`config.mk`:
```
export PLATFORM = sky130hd
export DESIGN_NAME = uart_tx_stream
export DESIGN_NICKNAME = d
export VERILOG_FILES = /design/src/rtl/uart_pkg.sv /design/src/rtl/sync_fifo.sv /design/src/rtl/uart_tx_stream.sv
export SDC_FILE = /design/constraint.sdc
export NUM_CORES = 1
export LEC_CHECK = 0
export CAP_MARGIN = 25
export CORE_MARGIN = 3
export CORE_UTILIZATION = 55
export CTS_BUF_LIST = sky130_fd_sc_hd__clkbuf_8
export DETAILED_ROUTE_END_ITERATION = 12
export GPL_TIMING_DRIVEN = 0
export HOLD_SLACK_MARGIN = 0.03
export PLACE_DENSITY = 0.71
export SLEW_MARGIN = 20
export SYNTH_ARGS = -nofsm -noshare
export SYNTH_HDL_FRONTEND = slang
export SYNTH_SLANG_ARGS = --single-unit
```
`constraint.sdc`:
```
create_clock -name clk -period 9.6 [get_ports clk]
set_input_delay 2.4 -clock clk [delete_from_list [all_inputs] [get_ports clk]]
set_output_delay 2.4 -clock clk [all_outputs]
set_load 0.02 [all_outputs]
```
`src/rtl/uart_pkg.sv`:
```
// Shared UART definitions: parity modes, TX FSM states and
// frame-timing helpers used by the TX path (and later RX).
package uart_pkg;

  localparam int PARITY_NONE = 0;
  localparam int PARITY_ODD  = 1;
  localparam int PARITY_EVEN = 2;

  typedef enum logic [2:0] {
    ST_IDLE   = 3'd0,
    ST_START  = 3'd1,
    ST_DATA   = 3'd2,
    ST_PARITY = 3'd3,
    ST_STOP   = 3'd4
  } tx_state_e;

  function automatic int baud_divisor(input int freq, input int baud);
    return freq / baud;
  endfunction

  function automatic int frame_bits(input int data_bits,
                                    input int parity,
                                    input int stop_bits);
    return 1 + data_bits + ((parity != 0) ? 1 : 0) + stop_bits;
  endfunction

endpackage

```
`src/rtl/sync_fifo.sv`:
```
// Single-clock FIFO with first-word-fall-through read data.
// Push while full and pop while empty are ignored.
module sync_fifo #(
  parameter int WIDTH = 8,
  parameter int DEPTH = 16
) (
  input  logic                     clk,
  input  logic                     rst,
  input  logic                     i_push,
  input  logic [WIDTH-1:0]         i_wdata,
  input  logic                     i_pop,
  output logic [WIDTH-1:0]         o_rdata,
  output logic [$clog2(DEPTH):0]   o_level,
  output logic                     o_full,
  output logic                     o_empty
);

  localparam int AW = $clog2(DEPTH);
  localparam logic [AW:0] FULL_LVL = DEPTH[AW:0];

  logic [WIDTH-1:0] r_mem [DEPTH];
  logic [AW-1:0]    r_wr_ptr;
  logic [AW-1:0]    r_rd_ptr;
  logic [AW:0]      r_level;
  logic             w_push;
  logic             w_pop;

  assign o_full  = (r_level == FULL_LVL);
  assign o_empty = (r_level == '0);
  assign w_push  = i_push && !o_full;
  assign w_pop   = i_pop && !o_empty;
  assign o_rdata = r_mem[r_rd_ptr];
  assign o_level = r_level;

  always_ff @(posedge clk) begin
    if (rst) begin
      r_wr_ptr <= '0;
      r_rd_ptr <= '0;
      r_level  <= '0;
    end else begin
      if (w_push) r_wr_ptr <= r_wr_ptr + 1'b1;
      if (w_pop)  r_rd_ptr <= r_rd_ptr + 1'b1;
      unique case ({w_push, w_pop})
        2'b10:   r_level <= r_level + 1'b1;
        2'b01:   r_level <= r_level - 1'b1;
        default: r_level <= r_level;
      endcase
    end
  end

  // Storage needs no reset; the cleared pointers discard old contents.
  always_ff @(posedge clk) begin
    if (w_push) r_mem[r_wr_ptr] <= i_wdata;
  end

endmodule

```
`src/rtl/uart_tx_stream.sv`:
```
// FIFO-buffered UART transmitter with configurable frame format
// and a valid/ready write port.
module uart_tx_stream
  import uart_pkg::*;
#(
  parameter int CLOCK_FREQUENCY = 27000000,
  parameter int BAUD_RATE       = 115200,
  parameter int DATA_BITS       = 8,
  parameter int PARITY          = 0,
  parameter int STOP_BITS       = 1,
  parameter int FIFO_DEPTH      = 64
) (
  input  logic                          clk,
  input  logic                          rst,
  input  logic                          wr_valid,
  input  logic [DATA_BITS-1:0]          wr_data,
  output logic                          wr_ready,
  output logic                          tx,
  output logic                          busy,
  output logic [$clog2(FIFO_DEPTH):0]   fifo_level,
  output logic                          overflow,
  output logic                          tx_done
);

  localparam int DIV = baud_divisor(CLOCK_FREQUENCY, BAUD_RATE);
  localparam int CW  = (DIV > 2) ? $clog2(DIV) : 1;
  localparam logic [CW-1:0] LAST_BAUD = CW'(DIV - 1);
  localparam logic [3:0] LAST_DATA = 4'(DATA_BITS - 1);
  localparam logic [3:0] LAST_STOP = 4'(STOP_BITS - 1);
  localparam logic PAR_ODD = (PARITY == PARITY_ODD);
  localparam bit   HAS_PAR = (PARITY != PARITY_NONE);

  if (DIV < 2) begin : g_bad_div
    $error("uart_tx_stream: baud divisor below 2");
  end
  if (DATA_BITS < 5 || DATA_BITS > 9) begin : g_bad_bits
    $error("uart_tx_stream: DATA_BITS outside 5..9");
  end
  if (PARITY < 0 || PARITY > 2) begin : g_bad_par
    $error("uart_tx_stream: PARITY outside 0..2");
  end
  if (STOP_BITS != 1 && STOP_BITS != 2) begin : g_bad_stop
    $error("uart_tx_stream: STOP_BITS must be 1 or 2");
  end
  if (FIFO_DEPTH < 2 ||
      (FIFO_DEPTH & (FIFO_DEPTH - 1)) != 0) begin : g_bad_depth
    $error("uart_tx_stream: FIFO_DEPTH not a power of two >= 2");
  end

  tx_state_e            r_state;
  logic [CW-1:0]        r_baud;
  logic [3:0]           r_bit;
  logic [DATA_BITS-1:0] r_shift;
  logic                 r_par;
  logic                 r_tx;
  logic                 r_done;

  logic [DATA_BITS-1:0] w_head;
  logic                 w_empty;
  logic                 w_full;
  logic                 w_tick;
  logic                 w_last_stop;
  logic                 w_pop;
  logic                 w_tx_next;

  sync_fifo #(
    .WIDTH (DATA_BITS),
    .DEPTH (FIFO_DEPTH)
  ) u_fifo (
    .clk     (clk),
    .rst     (rst),
    .i_push  (wr_valid),
    .i_wdata (wr_data),
    .i_pop   (w_pop),
    .o_rdata (w_head),
    .o_level (fifo_level),
    .o_full  (w_full),
    .o_empty (w_empty)
  );

  assign w_tick      = (r_baud == LAST_BAUD);
  assign w_last_stop = (r_state == ST_STOP) && w_tick &&
                       (r_bit == LAST_STOP);
  assign w_pop       = !w_empty &&
                       ((r_state == ST_IDLE) || w_last_stop);

  assign wr_ready = !w_full;
  assign overflow = wr_valid && w_full;
  assign busy     = (r_state != ST_IDLE);
  assign tx       = r_tx;
  assign tx_done  = r_done;

  always_comb begin
    w_tx_next = 1'b1;
    unique case (r_state)
      ST_START:  w_tx_next = 1'b0;
      ST_DATA:   w_tx_next = r_shift[0];
      ST_PARITY: w_tx_next = r_par;
      default:   w_tx_next = 1'b1;
    endcase
  end

  // tx and tx_done trail the state register by one cycle.
  always_ff @(posedge clk) begin
    if (rst) begin
      r_state <= ST_IDLE;
      r_baud  <= '0;
      r_bit   <= '0;
      r_shift <= '0;
      r_par   <= 1'b0;
      r_tx    <= 1'b1;
      r_done  <= 1'b0;
    end else begin
      r_tx   <= w_tx_next;
      r_done <= w_last_stop;
      if (r_state == ST_IDLE || w_tick) r_baud <= '0;
      else r_baud <= r_baud + 1'b1;
      if (w_pop) begin
        r_shift <= w_head;
        r_par   <= (^w_head) ^ PAR_ODD;
      end
      unique case (r_state)
        ST_IDLE: begin
          if (!w_empty) r_state <= ST_START;
        end
        ST_START: begin
          if (w_tick) begin
            r_state <= ST_DATA;
            r_bit   <= '0;
          end
        end
        ST_DATA: begin
          if (w_tick) begin
            r_shift <= r_shift >> 1;
            if (r_bit == LAST_DATA) begin
              r_bit   <= '0;
              r_state <= HAS_PAR ? ST_PARITY : ST_STOP;
            end else begin
              r_bit <= r_bit + 1'b1;
            end
          end
        end
        ST_PARITY: begin
          if (w_tick) begin
            r_state <= ST_STOP;
            r_bit   <= '0;
          end
        end
        ST_STOP: begin
          if (w_tick) begin
            if (r_bit == LAST_STOP) begin
              r_bit   <= '0;
              r_state <= w_empty ? ST_IDLE : ST_START;
            end else begin
              r_bit <= r_bit + 1'b1;
            end
          end
        end
        default: r_state <= ST_IDLE;
      endcase
    end
  end

endmodule

```
# Word level (Yosys, flattened, before mapping)
# Memories as Yosys holds them, arrays and structs flattened. A register that Yosys moved wholly into a read port is not among the register bits.
# Index checks and enable logic that the tools add are counted.
totals:
  register_bits: 45
  ramBits: 512
  input_bits: 11
  word_cells: 79
  mem_count: 1
memory_table:
  columns: ["memory", "depth", "width", "read_ports", "rd_ports_with_merged_regs", "wr", "line_no", "text"]
  rows:
  - ["u_fifo.r_mem", 64, 8, 1, 1, 1, "sync_fifo.sv:21", "logic [WIDTH-1:0] r_mem [DEPTH];"]
classes:
  n_addsub: 6
  n_eq_ne: 17
  mux: 24
  reduce_logical: 21
ops:
  columns: ["op", "count"]
  rows:
  - ["$mux 8", 3]
  - ["$mux 3", 7]
  - ["$mux 4", 5]
  - ["$pmux 3 s5", 1]
  - ["$pmux 7 s2", 1]
  - ["$add 6x1->6 const B", 2]
  - ["$mux 6", 2]
  - ["$ne 2x2->1 const B", 6]
  - ["$pmux 4 s3", 1]
  - ["$add 8x1->8 const B", 1]
  - ["$eq 8x8->1 const B", 1]
  - ["$reduce_xor 8->1", 1]
  - ["$add 7x1->7 const B", 1]
  - ["$eq 7x7->1 const B", 1]
  - ["$logic_not 7->1", 1]
  - ["$reduce_and 7->1", 1]
  - ["$sub 7x1->7 const B", 1]
  - ["$eq 3x2->1 const B", 2]
  - ["$logic_and 1x1->1", 6]
  - ["$reduce_bool 3->1", 2]
  - ["$add 4x1->4 const B", 1]
  - ["$eq 4x3->1 const B", 1]
  - ["$logic_not 4->1", 1]
  - ["$ne 2x1->1 const B", 2]
  - ["other kinds (12)", 17]

# Logic depth before layout (Yosys ltp)
# Gate-level depths: netlist (run 1).
depth:
  word_depth: 8
  ltp_mapped: 20

# Cells and area by module
# A second synthesis (run 1) with hierarchy kept.
unflattened:
  hier_cells: 1240
  hier_area_um2: 22587.9
by_module_without_submodules:
  columns: ["mod", "instances", "cells_each", "area_each_um2", "seq_area_each_um2"]
  rows:
  - ["sync_fifo", 1, 1069, 21140.3, 15875.2]
  - ["uart_tx_stream", 1, 171, 1447.6, 520.5]

# Worst setup path before layout (run 1)
# OpenSTA, ideal clock, no wires.
synth_timing:
  path_type: "input to output"
  start: "input port wr_valid"
  end: "output port overflow"
  arrival_ns: 2.714
  slack_ns: 4.486
  cell_stages: 2
  n_path_buf: 0
  path_cell_list: "inv_1 -> nor2_1"
synth_via:
  elab_chain_cells: 1
synth_rtl:
  columns: ["item", "line_no", "text"]
  rows:
  - ["from (decl)", "uart_tx_stream.sv:15", "input logic wr_valid,"]
  - ["$logic_and 1x1->1", "uart_tx_stream.sv:88", "assign overflow = wr_valid && w_full;"]
  - ["to (decl)", "uart_tx_stream.sv:21", "output logic overflow,"]
# No other way between the ends.

# Final worst setup path (run 1)
# Ends and elaborated chain as after synthesis.

==> results of run 1 <==
-- cell type report --
type                    instances  area [um2]  share of cell area, %
repair buffers                 34         382                   1.52
inverters                      12        45.0                  0.180
well taps                     525         657                   2.62
multi-input cells             536        5600                   22.3
clock inverters                57         294                   1.17
flip-flops and latches        563       16400                   65.4
clock buffers                  96        1320                   5.27
plain buffers                  63         373                   1.49
-- per-stage QoR --
step           cells  setup slack [ps]  utilization, %  power [mW]
2_1_floorplan   1174              4490               -        3.90
3_3_place_gp    1721              3550            58.2        4.37
3_5_place_dp    1730              3550            58.6        4.39
4_1_cts         1883              3550            62.6        6.25
5_1_grt         1886              3480            62.6        6.47
6_report        1886              3540            62.6        6.22
-- cells in the mapped netlist (5+ instances only) --
cell,number
edfxtp_1,512
mux4_2,141
nor2_1,123
dfxtp_1,51
nand2_1,35
mux2i_1,33
a21oi_1,23
o21ai_0,23
clkbuf_1,21
buf_2,20
nand3_1,17
xor2_1,15
buf_4,11
inv_1,11
xnor2_1,10
ha_1,9
or3_1,9
nor2b_1,8
and3_1,6
mux2_2,6
nand2b_1,6
nor3_1,6
buf_6,5
nand4_1,5
o22ai_1,5
-- metal layers --
layer,vias up,global-route usage [%],share of wire (%)
met3,119,6.38,10
met2,675,37.6,47
li1,4986,-,-
met5,-,0,0
met1,6038,34.5,39
met4,0,10.0,3.8
-- cells by family after synthesis --
| family | share of synthesized area, % |
|---|---|
| compound gates | 2.55 |
| simple gates | 4.80 |
| flops | 73.2 |
| buf+inv | 1.86 |
| fa+ha+maj | 0.503 |
| xor+xnor | 1.18 |
| mux | 15.9 |
-- path summary, 6_finish.rpt --
kind	startpoint	end	slack [ps]	cells past startpoint
min reg2reg	r_shift[5]	r_shift[4]	480	2
min	r_shift[5]	r_shift[4]	480	2
max	wr_valid	overflow	3540	4
max reg2reg	r_baud[0]	u_fifo.o_level[6]	4440	19
-- cells in the final DEF (no fill, tap or decap), types with 8 or more instances in the layout --
cell type / count
a21oi_1: 23
buf_12: 9
buf_2: 28
buf_4: 14
clkbuf_1: 21
clkbuf_8: 96
clkdlybuf4s50_1: 14
clkinv_1: 15
clkinv_2: 12
dfxtp_1: 51
edfxtp_1: 512
ha_1: 9
inv_1: 36
mux2i_1: 33
mux4_2: 141
nand2_1: 35
nand3_1: 17
nor2_1: 123
nor2b_1: 8
o21ai_0: 23
or3_1: 9
xnor2_1: 10
xor2_1: 15
-- flip-flops by register name (all words and copies together) (netlist names), named ones only --
signal and count:
u_fifo.o_level 7, r_par 1, r_baud 8, tx 1, r_bit 4, u_fifo.r_rd_ptr 6
u_fifo.r_wr_ptr 6, tx_done 1, u_fifo.r_mem 512, r_shift 8, r_state 3
-- power by group --
part	switching [mW]	internal (mW)
clock	0.909	0.970
combinational	0.861	0.709
sequential	0.0400	2.73
total	1.81	4.41
-- worst min-delay path, cell delays in order, from the launching register on --
cell,delay [ps]
dfxtp_1,320
a21oi_1,60
nor2_1,70
==> summary.txt, run 1 <==
Detailed routing
  – Vias/cell: 6.27
  – DR WL/cell: 28.0 um
  – Initial DRC Count: 1,589
  – Remaining antenna violation count: 0
  – Routed vias: 11,800
  – First-pass detailed-route iteration total: 8
  – DRT Wirelength: 52,800 um
  – DRC viols: 0

STA
  – Endpoints failing setup: 0
  – Setup TNS: 0 ps
  – Slew @ Worst Pin: 1040 ps
  – Post-Route Skew: 34.7 ps
  – Slew Limit Fails: 0
  – Tcrit/Tclk final: 63.1%
  – Unrepaired setup endpoints after global routing: no
  – Hold_ws: 484 ps
  – Fmax: 165 MHz
  – Clock period minus worst slack: 6060 ps
  – Final Hold Vio Count: 0
  – Slew HR: 30.3%

Logic synthesis
  – Number of enable flip-flop cells after synthesis: 512
  – Top-area cell type share of the netlist area: 68.6%
  – Distinct cells, synth: 58
  – Mapped Cells: 1,174
  – Top cells by area, synth: edfxtp_1 (69%), mux4_2 (14%), dfxtp_1 (4.6%), nor2_1 (2.1%), mux2i_1 (1.5%)
  – Post-Synthesis Cell Area: 0.0224 mm2
  – Net count after synthesis: 1,194
  – Top cell type by total area after synthesis: edfxtp_1
  – Ys async rst share: 0%
  – #FFs+latches synth: 563
  – Sequential area share after synthesis: 73.2%
  – Mean area per synthesized cell: 19.1 um2
  – Main flop type after synthesis: edfxtp_1
  – YS warnings: 0

Global route
  – First-pass GRT wire length: 77,300 um
  – Pin count of the biggest net entering global routing: 46
  – Antenna violations before repair: 0
  – Total GRT Usage: 24.6%
  – GRT overflow: 0
  – Vias in the first global route: 11,800

Setup path
  – Critical Path, Cell by Cell: clkdlybuf4s50_1 > inv_1 > nor2_1 > clkdlybuf4s50_1
  – Crit path max-delay family: buffers and inverters
  – CP Launch Type: input port
  – Worst Path Buf+Inv: 3
  – CP Data Arrival Time: 3660 ps
  – CP Data Required Time: 7200 ps
  – Crit end category: output pin
  – Maximum fanout along the worst path: 3
  – Crit-path slowest cell: clkdlybuf4s50_1
  – Critical path type: in2out
  – Most frequent cell on the critical path: clkdlybuf4s50_1
  – Critical path's largest stage delay: 600 ps

Clock network
  – # Post-CTS Setup Buffers: 0
  – H-tree Lvls: 3
  – Clk_lat worst skew: 650 ps
  – Post-CTS sizing: 0
  – CTS tree: yes
  – Clk buf depth: 3
  – Cts hold-fix bufs: 0
  – Clk root buf: clkbuf_8
  – Clock sinks: 563
  – CTS buffer count: 89
  – Reg clk slew, reported paths: 60 ps

Pwr
  – Power Dens Cells: 248 mW/mm2
  – Lkg Pwr: 8.05 nW
  – Maximum vdd drop: 107 uV

Flow run
  – MaxCap Viol Count: 0

Die
  – Cell Rows: 73
  – Die ar.: 0.0432 mm2
  – Core Region: 0.0400 mm2
  – Ports: 23
  – Die H: 208 um
  – Die width: 208 um
  – Effective utilization at floorplan: 56.0%

Min path
  – Hold/Removal Path Class: reg2reg

Finish
  – Share of cells above drive strength 1: 24.0%
  – FILL cells: 2,809
  – Design Area, Final: 0.0251 mm2
  – Antenna cell count: 0
  – P&R area growth vs syn: 11.8%
  – Post-layout net count: 1,319

Placed design
  – PortBufs: 22
  – Placed wire-length estimate: 33,800 um
  – Placed cell areas: 0.0234 mm2
  – Routability cong.: 0.898

Run status
  – Status: complete, no violations
Note: power is estimated with default switching activity, not from simulation.
==> inputs of run 2 (changes only) <==
- clock period: 9.6 -> 6.2 ns (I/O delays scaled with it)
==> results of run 2 <==
The final DEF is identical to that of run 1. Status: complete, no violations.
Main changes from that run: setup slack after placement 3550 ps -> 1060 ps; setup slack after layout 3540 ps -> 1040 ps; start point of the critical path wr_valid -> r_baud[0]; end point of the critical path overflow -> u_fifo.o_level[6]; register-to-register setup slack 4440 ps -> 1040 ps; total power 6.22 mW -> 9.63 mW; worst IR drop on VDD 107 uV -> 165 uV
